--- config.mk ---
export PLATFORM = sky130hd
export DESIGN_NAME = cpu2_control_unit
export DESIGN_NICKNAME = d
export VERILOG_FILES = /design/src/rtl/cpu2_control_unit.sv
export SDC_FILE = /design/constraint.sdc
export NUM_CORES = 1
export LEC_CHECK = 0
export CORE_ASPECT_RATIO = 0.8
export CORE_MARGIN = 2
export CORE_UTILIZATION = 50
export CTS_CLUSTER_DIAMETER = 200
export DETAILED_ROUTE_END_ITERATION = 12
export PLACE_DENSITY = 0.84
export SETUP_SLACK_MARGIN = 0.4
export SKIP_LAST_GASP = 1
export SLEW_MARGIN = 0
export SYNTH_ARGS = -nofsm -noshare
export SYNTH_HDL_FRONTEND = slang
export SYNTH_SLANG_ARGS = --single-unit
--- constraint.sdc ---
create_clock -name clk -period 3 [get_ports clk]
set_input_delay 0.45 -clock clk [delete_from_list [all_inputs] [get_ports clk]]
set_output_delay 0.45 -clock clk [all_outputs]
set_load 0.005 [all_outputs]
--- src/rtl/cpu2_control_unit.sv ---
// cpu2_control_unit: instruction sequencer for the register_and_alu datapath.
// Accepts 16-bit instructions over a valid/ready handshake and emits one
// registered 14-bit control word per clock. SWAP expands into three words
// that route through the scratch register TMP_REG.
// Optional feature macro: ILLEGAL_TRAP_EN. When defined, illegal opcodes and
// SWAPs that name TMP_REG raise error and halt. When undefined, illegal
// opcodes behave as NOP and error is tied low.
module cpu2_control_unit #(
  parameter logic [2:0] TMP_REG = 3'd7
) (
  input  logic        clk,
  input  logic        rst,
  input  logic [15:0] instr,
  input  logic        instr_valid,
  output logic        instr_ready,
  output logic [13:0] control,
  output logic        halted,
  output logic        error,
  output logic [7:0]  retired
);

  typedef enum logic [1:0] {
    IDLE   = 2'd0,
    SW1    = 2'd1,
    SW2    = 2'd2,
    HALTED = 2'd3
  } state_t;

  localparam logic [4:0] ALU_PASS_IN = 5'd0;
  localparam logic [4:0] ALU_PASS_A  = 5'd1;
  localparam logic [4:0] ALU_ADD     = 5'd2;
  localparam logic [4:0] ALU_SUB     = 5'd3;
  localparam logic [4:0] ALU_AND     = 5'd4;
  localparam logic [4:0] ALU_OR      = 5'd5;
  localparam logic [4:0] ALU_XOR     = 5'd6;

  state_t      state_q, state_d;
  logic [13:0] control_q, control_d;
  logic        halted_q, halted_d;
  logic [7:0]  retired_q, retired_d;
  logic [2:0]  swap_rd_q, swap_rd_d;
  logic [2:0]  swap_ra_q, swap_ra_d;

  logic [3:0] opc;
  logic [2:0] rd, ra, rb;
  logic       accept;
  logic       trap;
  logic       unused_rsvd;

  assign opc         = instr[15:12];
  assign rd          = instr[11:9];
  assign ra          = instr[8:6];
  assign rb          = instr[5:3];
  assign unused_rsvd = ^instr[2:0];

  assign instr_ready = (state_q == IDLE);
  assign accept      = instr_valid && instr_ready;

`ifdef ILLEGAL_TRAP_EN
  assign trap = accept &&
                (((opc >= 4'h9) && (opc <= 4'hE)) ||
                 ((opc == 4'h8) && ((rd == TMP_REG) || (ra == TMP_REG))));
`else
  assign trap = 1'b0;
`endif

  // Next-state, next control word and retire count for the sequencer.
  always_comb begin
    state_d   = state_q;
    control_d = 14'd0;
    halted_d  = halted_q;
    retired_d = retired_q;
    swap_rd_d = swap_rd_q;
    swap_ra_d = swap_ra_q;
    unique case (state_q)
      IDLE: begin
        if (trap) begin
          state_d  = HALTED;
          halted_d = 1'b1;
        end else if (accept) begin
          case (opc)
            4'h0: retired_d = retired_q + 8'd1;
            4'h1: begin
              control_d = {3'd0, 3'd0, rd, ALU_PASS_IN};
              retired_d = retired_q + 8'd1;
            end
            4'h2: begin
              control_d = {ra, 3'd0, rd, ALU_PASS_A};
              retired_d = retired_q + 8'd1;
            end
            4'h3: begin
              control_d = {ra, rb, rd, ALU_ADD};
              retired_d = retired_q + 8'd1;
            end
            4'h4: begin
              control_d = {ra, rb, rd, ALU_SUB};
              retired_d = retired_q + 8'd1;
            end
            4'h5: begin
              control_d = {ra, rb, rd, ALU_AND};
              retired_d = retired_q + 8'd1;
            end
            4'h6: begin
              control_d = {ra, rb, rd, ALU_OR};
              retired_d = retired_q + 8'd1;
            end
            4'h7: begin
              control_d = {ra, rb, rd, ALU_XOR};
              retired_d = retired_q + 8'd1;
            end
            4'h8: begin
              control_d = {rd, 3'd0, TMP_REG, ALU_PASS_A};
              swap_rd_d = rd;
              swap_ra_d = ra;
              state_d   = SW1;
            end
            4'hF: begin
              state_d   = HALTED;
              halted_d  = 1'b1;
              retired_d = retired_q + 8'd1;
            end
            default: retired_d = retired_q + 8'd1;
          endcase
        end
      end
      SW1: begin
        control_d = {swap_ra_q, 3'd0, swap_rd_q, ALU_PASS_A};
        state_d   = SW2;
      end
      SW2: begin
        control_d = {TMP_REG, 3'd0, swap_ra_q, ALU_PASS_A};
        retired_d = retired_q + 8'd1;
        state_d   = IDLE;
      end
      HALTED: begin
        state_d = HALTED;
      end
      default: state_d = IDLE;
    endcase
  end

  // Sequencer registers; reset aborts any SWAP in flight.
  always_ff @(posedge clk or posedge rst) begin
    if (rst) begin
      state_q   <= IDLE;
      control_q <= 14'd0;
      halted_q  <= 1'b0;
      retired_q <= 8'd0;
      swap_rd_q <= 3'd0;
      swap_ra_q <= 3'd0;
    end else begin
      state_q   <= state_d;
      control_q <= control_d;
      halted_q  <= halted_d;
      retired_q <= retired_d;
      swap_rd_q <= swap_rd_d;
      swap_ra_q <= swap_ra_d;
    end
  end

`ifdef ILLEGAL_TRAP_EN
  logic error_q, error_d;

  // Sticky trap flag, cleared only by reset.
  always_comb error_d = error_q | trap;

  // Error flag register.
  always_ff @(posedge clk or posedge rst) begin
    if (rst) error_q <= 1'b0;
    else     error_q <= error_d;
  end

  assign error = error_q;
`else
  assign error = 1'b0;
`endif

  assign control = control_q;
  assign halted  = halted_q;
  assign retired = retired_q;

endmodule

==> results of run 1 <==
## power by group through the flow
stage | logic, uW | registers, uW | clock network, uW
after global placement | 49.0 | 398 | 0
after floorplan | 30.2 | 398 | 0
after detailed placement | 50.4 | 398 | 0
final | 51.0 | 390 | 217
after CTS | 51.4 | 390 | 220
after global routing | 56.6 | 391 | 240
## cell type report
cell class,count,area (um^2),area share
flip-flops and latches,29,726,0.388
multi-input cells,89,653,0.349
inverters,4,15.0,0.00803
clock inverters,2,10.0,0.00535
clock buffers,6,41.3,0.0221
well taps,38,47.5,0.0254
repair buffers,38,378,0.202
## routing by layer
layer,GRT usage,wire (um)
met5,0,0
met2,0.351,1530
met3,0.0495,162
met4,0.135,70
met1,0.238,1260
## worst max-delay path by stage
stage	slack, ns	depth (start not counted)	to
6_report	0.81	3	instr_ready
3_5_place_dp	0.63	4	swap_rd_q[2]
3_3_place_gp	0.65	4	swap_ra_q[2]
4_1_cts	0.80	3	instr_ready
5_1_grt	0.70	3	instr_ready
2_1_floorplan	1.25	7	control[11]
## layout by cell type, fill, tap and decap left out, drive strengths merged, types with 3 or more instances in the layout
master,count
clkdlybuf4s50,37
nor2,13
nand3,5
conb,3
dfrtp,29
nor4,4
mux2,7
ha,6
and2,3
clkbuf,6
o21a,7
xnor2,6
nand2,3
a21oi,6
inv,4
a22oi,6
## state kept, by name (all words and copies together), names as in the netlist
name	flops
control	12
swap_ra_q	3
halted	1
swap_rd_q	3
state_q	2
retired	8
## worst max-delay path: stages, from the launching register on
cell and delay, ns:
dfrtp_1 0.43, inv_1 0.13, ha_1 0.29, clkdlybuf4s50_1 0.56
## kinds of logic (layout without fill, tap and decap cells)
| group | after synthesis | in the layout | share of synthesized area |
|---|---|---|---|
| AO/OA/AOI/OAI | 25 | 25 | 0.123 |
| XOR/XNOR | 7 | 7 | 0.0423 |
| adder cells (fa/ha/maj) | 6 | 6 | 0.0518 |
| buffers and inverters | 13 | 50 | 0.0543 |
| flip-flops | 29 | 29 | 0.500 |
| multiplexers | 8 | 8 | 0.0638 |
| other | 1 | 3 | 0.00259 |
| AND/OR/NAND/NOR | 40 | 40 | 0.161 |
## stage by stage
step | std cells | instance area (um^2) | hold WS (ns) | power (uW) | worst slack (ns)
3_5_place_dp | 198 | 1820 | 0.474 | 449 | 0.625
4_1_cts | 206 | 1870 | 0.486 | 662 | 0.802
6_report | 206 | 1870 | 0.484 | 659 | 0.810
5_1_grt | 206 | 1870 | 0.506 | 687 | 0.699
3_3_place_gp | 198 | 1820 | 0.458 | 447 | 0.652
2_1_floorplan | 131 | 1460 | 0.468 | 428 | 1.25
==> reports/summary.txt, run 1 <==
DIE
----------------------------------------------------------------------------------------------------
Height of the die                                                                            52.2 um
Die Width                                                                                    64.2 um
IO Count                                                                                          44
Floorplan die area                                                                         3350 um^2
Initial cell density of the core                                                               0.524
Area inside the core boundary                                                              2770 um^2
Standard-cell rows                                                                                17

FINISH
----------------------------------------------------------------------------------------------------
Utilization of the core after routing                                                          0.676
Share of layout cells above drive strength 1                                                   0.119
FILL cells                                                                                       216
P&R area growth vs syn                                                                         29.0%
Ant. Diodes                                                                                        0
Net count of the finished layout                                                                 192

SETUP PATH
----------------------------------------------------------------------------------------------------
Number of cells on the worst reg-to-reg path                                                       6
Largest fanout on the critical path                                                                6
Start of the worst register-to-register path                                              state_q[0]
Worst setup startpoint                                                                    state_q[0]
Worst flop-to-flop path endpoint                                                         control[12]
Worst Path Class, Setup                                                                 register to output pin
Worst R2R Setup Slack                                                                        0.96 ns
Crit start category                                                                         register
Critical path data required time                                                             2.55 ns
Arrival time worst endpoint                                                                  1.74 ns
Type of element capturing the critical path                                               output pin

ROUTING
----------------------------------------------------------------------------------------------------
Number of antenna-violating nets in the routed design                                              0
Residual DRC count                                                                                 0
WL final                                                                                     3020 um
Number of DRC markers after the initial detailed-route iteration                                  35
Routed wire per std cell                                                                     14.7 um
Vias post-DR                                                                                   1,101
Via count normalized by instance count                                                          5.34
Number of search-and-repair iterations in the first detailed-routing pass                          4

LOGIC SYNTHESIS
----------------------------------------------------------------------------------------------------
Number of unique standard cell types used by synthesis                                            38
Post-synth top area cell                                                                     dfrtp_1
Post-synthesis average cell area                                                           11.2 um^2
Proportion of register bits with asynchronous set or reset after synthesis                      1.00
Post-synth top cells                                                                    dfrtp_1, nor2_1, o21a_1
Predominant post-synthesis flop cell                                                         dfrtp_1
Count of yosys warnings during synthesis                                                           0
Sequential cell area fraction in the yosys report                                              0.500
Post-Syn Instances                                                                               129
Cell types with the largest area share after synthesis                                  dfrtp_1, ha_1, mux2_2, o21a_1, xnor2_1
Flip-flop and latch count after synthesis                                                         29
Netlist area before placement                                                              1450 um^2
EDFF count, synth                                                                                  0
Area share of the leading cell type in the synthesized netlist                                 0.500
Top-count cell post-synth                                                                    dfrtp_1

CLOCK NETWORK
----------------------------------------------------------------------------------------------------
Clock tree from TritonCTS                                                                       done
Sinks on Clock Net                                                                                29
Hold-fix buffer count after cts                                                                    0
Number of resized instances in the post-cts repair step                                            0
Count of H-tree levels built during CTS                                                            2
Buffer count from post-CTS setup fixing                                                            0
Root Buffer                                                                                 clkbuf_4
Clock insertion delay at the later pin of the skew report                                    0.33 ns
Clock tree buffer depth                                                                            2
Clock-pin slew reported for the worst setup and hold paths after clock tree synthesis        0.09 ns
Number of buffers added by the clock tree synthesis step                                           5

STA
----------------------------------------------------------------------------------------------------
Max frequency                                                                              0.457 GHz
Worst clock skew                                                                           0.0103 ns
Fin. max-slew vios                                                                                 0
Final Cycle Share                                                                              0.730
Fin Setup TNS                                                                                   0 ns
Post-layout min period                                                                       2.19 ns
Setup repair after global routing missed its margin                                            false
Hold Violations, Final                                                                             0
Count of final setup violators                                                                     0

POWER
----------------------------------------------------------------------------------------------------
Sw Ratio                                                                                       0.234
Maximum vdd drop                                                                              268 uV
Static leakage                                                                           0.000799 uW
Internal power contribution                                                                   505 uW
Clock network fraction of design power                                                         0.330
NetSw                                                                                         154 uW
Combinational share of power                                                                   0.077
Sequential group share of total power                                                          0.593
Power density over cell area                                                             352 nW/um^2

HOLD PATH
----------------------------------------------------------------------------------------------------
Hold/Removal Path Class                                                                 register to register
Hold_sp                                                                                   retired[7]
Cells on Worst Hold Path                                                                           1
End point of the most critical hold path                                                  retired[7]

OUTCOME
----------------------------------------------------------------------------------------------------
Outcome                                                                                 complete, no violations

GRT
----------------------------------------------------------------------------------------------------
Overflow left after global routing                                                                 0
Vias in the first global route                                                                 1,102
Pin count of the biggest net entering global routing                                              30
Antenna violations before repair                                                                   0
Total global routing track utilization                                                         0.207
First-pass GRT wire length                                                                   4940 um

PLACE
----------------------------------------------------------------------------------------------------
Detailed placement HPWL                                                                      2190 um
Global placer's final weighted congestion                                                      0.731
Quantity of I/O buffers inserted on ports                                                         37

FLOW RUN
----------------------------------------------------------------------------------------------------
Reported max-cap violation count                                                                   0

No activity file was read; power rests on OpenSTA's default activity.
==> run 2: changes to the inputs <==
--- a/config.mk
+++ b/config.mk
@@ -7,10 +7,10 @@
 export LEC_CHECK = 0
 export CORE_ASPECT_RATIO = 0.8
 export CORE_MARGIN = 2
-export CORE_UTILIZATION = 50
+export CORE_UTILIZATION = 42
 export CTS_CLUSTER_DIAMETER = 200
 export DETAILED_ROUTE_END_ITERATION = 12
-export PLACE_DENSITY = 0.84
+export PLACE_DENSITY = 0.76
 export SETUP_SLACK_MARGIN = 0.4
 export SKIP_LAST_GASP = 1
 export SLEW_MARGIN = 0
==> constraint.sdc (replaced) <==
create_clock -name clk -period 1.9 [get_ports clk]
set_input_delay 0.285 -clock clk [delete_from_list [all_inputs] [get_ports clk]]
set_output_delay 0.285 -clock clk [all_outputs]
set_load 0.005 [all_outputs]
==> reports/summary.txt, run 2 (synthesis results as in run 1) <==
PLACE
----------------------------------------------------------------------------------------------------
Global placer's final weighted congestion                                                      0.793   +8.5%
Worst slack, placed                                                                        -0.110 ns   -0.736 ns
Post-detailed-placement cell area                                                          1920 um^2   +5.8%
Total placed cells including tap cells                                                           211   +6.6%
Quantity of I/O buffers inserted on ports                                                         37   unchanged
Detailed placement HPWL                                                                      2360 um   +7.7%

GRT
----------------------------------------------------------------------------------------------------
Overflow left after global routing                                                                 0   unchanged
Met2 Resource Use GR                                                                           0.368   +0.0174
Most crowded layer after global routing                                                         met2
Vias in the first global route                                                                 1,285   +17%
Met3 track demand over resource in global routing                                             0.0539   +0.00440
Total global routing track utilization                                                         0.207   +0.000310
Met1 layer usage reported by global route                                                      0.229   -0.00976
First-pass GRT wire length                                                                   6270 um   +27%
Antenna violations before repair                                                                   0   unchanged
Pin count of the biggest net entering global routing                                              30   unchanged

SETUP PATH
----------------------------------------------------------------------------------------------------
Arrival time worst endpoint                                                                  1.85 ns   +0.11 ns
Type of element capturing the critical path                                                 register
Critical path data required time                                                             2.09 ns   -0.46 ns
Worst R2R Setup Slack                                                                        0.24 ns   -0.72 ns
Crit start category                                                                         register
Worst flop-to-flop path endpoint                                                          control[5]
Worst Path Class, Setup                                                                 register to register
Start of the worst register-to-register path                                              state_q[0]
Largest fanout on the critical path                                                                6   unchanged
Number of cells on the worst reg-to-reg path                                                       7   +1

FINISH
----------------------------------------------------------------------------------------------------
Max reg flops                                                                                     12   unchanged
Most used cells in the layout excluding fill and tap cells                              clkdlybuf4s50_1, buf_4, dfrtp_1
Ant. Diodes                                                                                        0   unchanged
P&R area growth vs syn                                                                         59.6%
Cell area after layout                                                                     2310 um^2   +24%
Filler-free cell count of the finished design                                                    242   +17%
Share of layout cells above drive strength 1                                                   0.335   +0.216
Net count of the finished layout                                                                 224   +17%
Leading cell type in the layout, fill and taps excluded                                 clkdlybuf4s50_1
Utilization of the core after routing                                                          0.686   +0.00922

CLOCK NETWORK
----------------------------------------------------------------------------------------------------
Clock tree buffer depth                                                                            2   unchanged
Clock-pin slew reported for the worst setup and hold paths after clock tree synthesis        0.07 ns   -0.02 ns
Clock tree from TritonCTS                                                                       done
Number of buffers added by the clock tree synthesis step                                           5   unchanged
Count of H-tree levels built during CTS                                                            2   unchanged
Root Buffer                                                                                 clkbuf_8
Clock insertion delay at the later pin of the skew report                                    0.27 ns   -0.06 ns
Sinks on Clock Net                                                                                29   unchanged

STA
----------------------------------------------------------------------------------------------------
Fin. max-slew vios                                                                                 0   unchanged
Final Cycle Share                                                                              0.874
Setup repair after global routing missed its margin                                             true
Final worst slack                                                                           0.240 ns   -0.570 ns
Post-layout min period                                                                       1.66 ns
Hold Violations, Final                                                                             0   unchanged
Count of final setup violators                                                                     0   unchanged
Max frequency                                                                              0.603 GHz
Worst clock skew                                                                          0.00700 ns   -0.00329 ns
Fin Setup TNS                                                                                   0 ns   unchanged

ROUTING
----------------------------------------------------------------------------------------------------
Number of antenna-violating nets in the routed design                                              0   unchanged
Via count normalized by instance count                                                          5.45   +2.1%
Number of DRC markers after the initial detailed-route iteration                                 104   +200%
Vias post-DR                                                                                   1,320   +20%
WL final                                                                                     4300 um   +42%
Routed wire per std cell                                                                     17.8 um   +21%
Residual DRC count                                                                                 0   unchanged
Number of search-and-repair iterations in the first detailed-routing pass                          5   +1

POWER
----------------------------------------------------------------------------------------------------
Maximum vdd drop                                                                              382 uV   +43%
Static leakage                                                                            0.00102 uW   +27%
Power density over cell area                                                             589 nW/um^2   +67%

DIE
----------------------------------------------------------------------------------------------------
Initial cell density of the core                                                               0.430   -0.0949
Die Width                                                                                    69.7 um   +8.5%
Area inside the core boundary                                                              3380 um^2   +22%
Floorplan die area                                                                         3940 um^2   +18%
Height of the die                                                                            56.6 um   +8.4%
IO Count                                                                                          44   unchanged
Standard-cell rows                                                                                19   +2

OUTCOME
----------------------------------------------------------------------------------------------------
Outcome                                                                                 complete, no violations

FLOW RUN
----------------------------------------------------------------------------------------------------
Reported max-cap violation count                                                                   0   unchanged

HOLD PATH
----------------------------------------------------------------------------------------------------
Hold/Removal Path Class                                                                 input port to async pin

## run 2: changes by cell type in the layout (fill, tap and decap cells not counted), sizes merged
cell,before,now
clkbuf,6,8
dlygate4sd2,0,4
clkdlybuf4s50,37,32
bufinv,0,1
clkinv,2,0
buf,1,33
## run 2: cell type report
cell class,count,area [um^2]
clock buffers,7,86.3
repair buffers,70,628
flip-flops and latches,29,727
multi-input cells,89,776
fillers,215,1060
clock inverters,1,30.0
well taps,42,52.6
inverters,4,15.0
## run 2: metrics by stage
| stage | total power (uW) | hold slack (ns) |
|---|---|---|
| floorplan | 677 | 0.363 |
| global placement | 719 | 0.459 |
| detailed placement | 722 | 0.468 |
| CTS | 1360 | 0.399 |
| global route | 1410 | 0.426 |
| finish | 1360 | 0.386 |
## run 2: worst max path at each step
stage / start / endpoint / slack (ns) / cells after the start
after CTS: state_q[0] / control[13] / 0.33 / 7
after detailed placement: instr[13] / control[13] / -0.11 / 5
final: state_q[0] / control[5] / 0.24 / 7
after global routing: state_q[0] / control[13] / 0.25 / 7
after global placement: instr[13] / swap_ra_q[1] / -0.08 / 4
after floorplan: state_q[1] / control[12] / 0.38 / 7
## run 2: worst max-delay path: stages, from the launching register on
cell and delay (ns):
dfrtp_1 0.41, inv_2 0.11, ha_4 0.15, buf_6 0.12, nand2_4 0.08, or3_4 0.39
o21a_1 0.22, nor2_1 0.11
## run 2: per-layer routing
layer / routed length [um] / part of all wire / vias up
met5: 0 / 0 / -
met4: 176 / 0.041 / 0
met3: 309 / 0.072 / 22
met2: 2130 / 0.50 / 76
met1: 1680 / 0.39 / 632
li1: - / - / 590
## run 2: what timing repair did
action	CTS	global route
setup buffers	17	6
gates resized for setup	18	10
hold buffers	0	0
pin swaps	11	5
endpoints found under the setup margin	27	28
## run 2: power by group
group,switching [uW],internal [uW]
Sequential,0,618
Combinational,51.6,47.0
Clock,220,427
Total,272,1090
==> run 3: changes to the inputs <==
--- a/config.mk
+++ b/config.mk
@@ -11,6 +11,7 @@
 export CTS_CLUSTER_DIAMETER = 200
 export DETAILED_ROUTE_END_ITERATION = 12
 export PLACE_DENSITY = 0.76
+export RECOVER_POWER = 25
 export SETUP_SLACK_MARGIN = 0.4
 export SKIP_LAST_GASP = 1
 export SLEW_MARGIN = 0
==> reports/summary.txt, run 3 (synthesis results as in run 1) <==
SETUP PATH
----------------------------------------------------------------------------------------------------
Critical path data required time                                                             2.09 ns   about the same
Start of the worst register-to-register path                                              state_q[0]
Worst Path Class, Setup                                                                 register to register
Worst setup startpoint                                                                    state_q[0]
Crit start category                                                                         register
Largest fanout on the critical path                                                                6   unchanged
Number of cells on the worst reg-to-reg path                                                       7   unchanged
Arrival time worst endpoint                                                                  1.85 ns   about the same
Type of element capturing the critical path                                                 register

GRT
----------------------------------------------------------------------------------------------------
Total global routing track utilization                                                         0.207   unchanged
Pin count of the biggest net entering global routing                                              30   unchanged
Antenna violations before repair                                                                   0   unchanged
Vias in the first global route                                                                 1,285   unchanged
Overflow left after global routing                                                                 0   unchanged
First-pass GRT wire length                                                                   6270 um   unchanged

FINISH
----------------------------------------------------------------------------------------------------
Cell area after layout                                                                     2310 um^2   -0.11%
Share of layout cells above drive strength 1                                                   0.335   unchanged
Ant. Diodes                                                                                        0   unchanged
P&R area growth vs syn                                                                         59.4%
Net count of the finished layout                                                                 224   unchanged
Max reg flops                                                                                     12   unchanged
Leading cell type in the layout, fill and taps excluded                                 clkdlybuf4s50_1
Most used cells in the layout excluding fill and tap cells                              clkdlybuf4s50_1, buf_4, dfrtp_1

DIE
----------------------------------------------------------------------------------------------------
Standard-cell rows                                                                                19   unchanged
Initial cell density of the core                                                               0.430   unchanged
Height of the die                                                                            56.6 um   unchanged
Area inside the core boundary                                                              3380 um^2   unchanged
Die Width                                                                                    69.7 um   unchanged
IO Count                                                                                          44   unchanged
Floorplan die area                                                                         3940 um^2   unchanged

PLACE
----------------------------------------------------------------------------------------------------
Quantity of I/O buffers inserted on ports                                                         37   unchanged
Post-detailed-placement cell area                                                          1920 um^2   unchanged
Global placer's final weighted congestion                                                      0.793   unchanged
Detailed placement HPWL                                                                      2360 um   unchanged

OUTCOME
----------------------------------------------------------------------------------------------------
Outcome                                                                                 complete, no violations

HOLD PATH
----------------------------------------------------------------------------------------------------
Hold_sp                                                                                   retired[7]
Cells on Worst Hold Path                                                                           1
Hold/Removal Path Class                                                                 register to register

STA
----------------------------------------------------------------------------------------------------
Fin. max-slew vios                                                                                 0   unchanged
Setup repair after global routing missed its margin                                             true
Relative max-transition margin                                                                 0.527
Post-layout min period                                                                       1.66 ns   unchanged
Hold Violations, Final                                                                             0   unchanged
Max frequency                                                                              0.603 GHz   unchanged
Count of final setup violators                                                                     0   unchanged
Least-Margin Pin Slew                                                                       0.709 ns
Fin Setup TNS                                                                                   0 ns   unchanged
Worst clock skew                                                                          0.00700 ns   -0.00000142 ns
Final Cycle Share                                                                              0.874   unchanged

ROUTING
----------------------------------------------------------------------------------------------------
Vias post-DR                                                                                   1,320   unchanged
Number of DRC markers after the initial detailed-route iteration                                 104   unchanged
Number of search-and-repair iterations in the first detailed-routing pass                          5   unchanged
Number of antenna-violating nets in the routed design                                              0   unchanged
M1 WL                                                                                        1690 um   +0.30%
Via count normalized by instance count                                                          5.45   unchanged
Detail Route met2 WL                                                                         2130 um   unchanged
Highest layer used for signal routing                                                           met4
Met3 wirelength from detailed routing                                                         303 um   -1.9%
Residual DRC count                                                                                 0   unchanged
WL final                                                                                     4300 um   unchanged
Routed wire per std cell                                                                     17.8 um   unchanged

CLOCK NETWORK
----------------------------------------------------------------------------------------------------
Clock tree buffer depth                                                                            2   unchanged
Number of buffers added by the clock tree synthesis step                                           5   unchanged
Sinks on Clock Net                                                                                29   unchanged
Clock-pin slew reported for the worst setup and hold paths after clock tree synthesis        0.06 ns   about the same
Count of H-tree levels built during CTS                                                            2   unchanged
Clock tree from TritonCTS                                                                       done
Root Buffer                                                                                 clkbuf_8
Clock insertion delay at the later pin of the skew report                                    0.27 ns   about the same

POWER
----------------------------------------------------------------------------------------------------
Static leakage                                                                            0.00102 uW   about the same
Maximum vdd drop                                                                              382 uV   about the same
Power density over cell area                                                             589 nW/um^2   about the same

FLOW RUN
----------------------------------------------------------------------------------------------------
Reported max-cap violation count                                                                   0   unchanged

## run 3: cell types whose count changed in the layout (fill, tap and decap cells not counted)
| cell | previous run | this run |
|---|---|---|
| clkdlybuf4s50_1 | 32 | 31 |
| buf_4 | 30 | 29 |
| dlygate4sd3_1 | 0 | 1 |
| clkbuf_2 | 1 | 2 |
## run 3: area by class of cell
| class | instances | area [um^2] |
|---|---|---|
| inverter | 4 | 15.0 |
| fill | 214 | 1060 |
| clock buffer | 7 | 86.3 |
| multi-input combinational | 89 | 776 |
| sequential | 29 | 727 |
| tap | 42 | 52.6 |
| timing repair buffer | 70 | 626 |
| clock inverter | 1 | 30.0 |
## run 3: critical path: stages (launching register included)
cell	delay [ns]
dfrtp_1	0.41
inv_2	0.11
ha_4	0.15
buf_6	0.12
nand2_4	0.08
or3_4	0.39
o21a_1	0.22
nor2_1	0.11
## run 3: final timing paths
check / endpoint / slack (ns)
setup reg to reg: control[5] / 0.24
hold / removal: retired[7] / 0.48
setup / recovery: control[5] / 0.24
min in group asynchronous: swap_rd_q[1] / 0.65
max in group asynchronous: retired[0] / 0.76
hold reg to reg: retired[7] / 0.48
## run 3: power breakdown
part / internal, uW / switching (uW) / total [uW]
clock: 427 / 220 / 647
combinational: 45.9 / 51.5 / 97.4
sequential: 618 / 0 / 618
## run 3: metal layers
layer / vias up / GRT usage
met3: 22 / 0.0539
met1: 632 / 0.229
met4: 0 / 0.110
met5: - / 0
li1: 590 / -
met2: 76 / 0.368
## run 3: what timing repair did
action / CTS / global route
pin swaps: 11 / 5
resized for setup: 18 / 10
endpoints found under the setup margin: 27 / 28
setup buffers: 17 / 6
hold buffers: 0 / 0
## run 3: through the flow
stage	instances	util	hold WS [ns]	total power, uW	setup WS, ns
floorplan	131	-	0.363	677	0.383
global placement	211	0.570	0.459	719	-0.0833
detailed placement	211	0.570	0.468	722	-0.110
CTS	236	0.660	0.399	1360	0.329
global route	242	0.685	0.481	1410	0.247
finish	242	0.685	0.476	1360	0.240
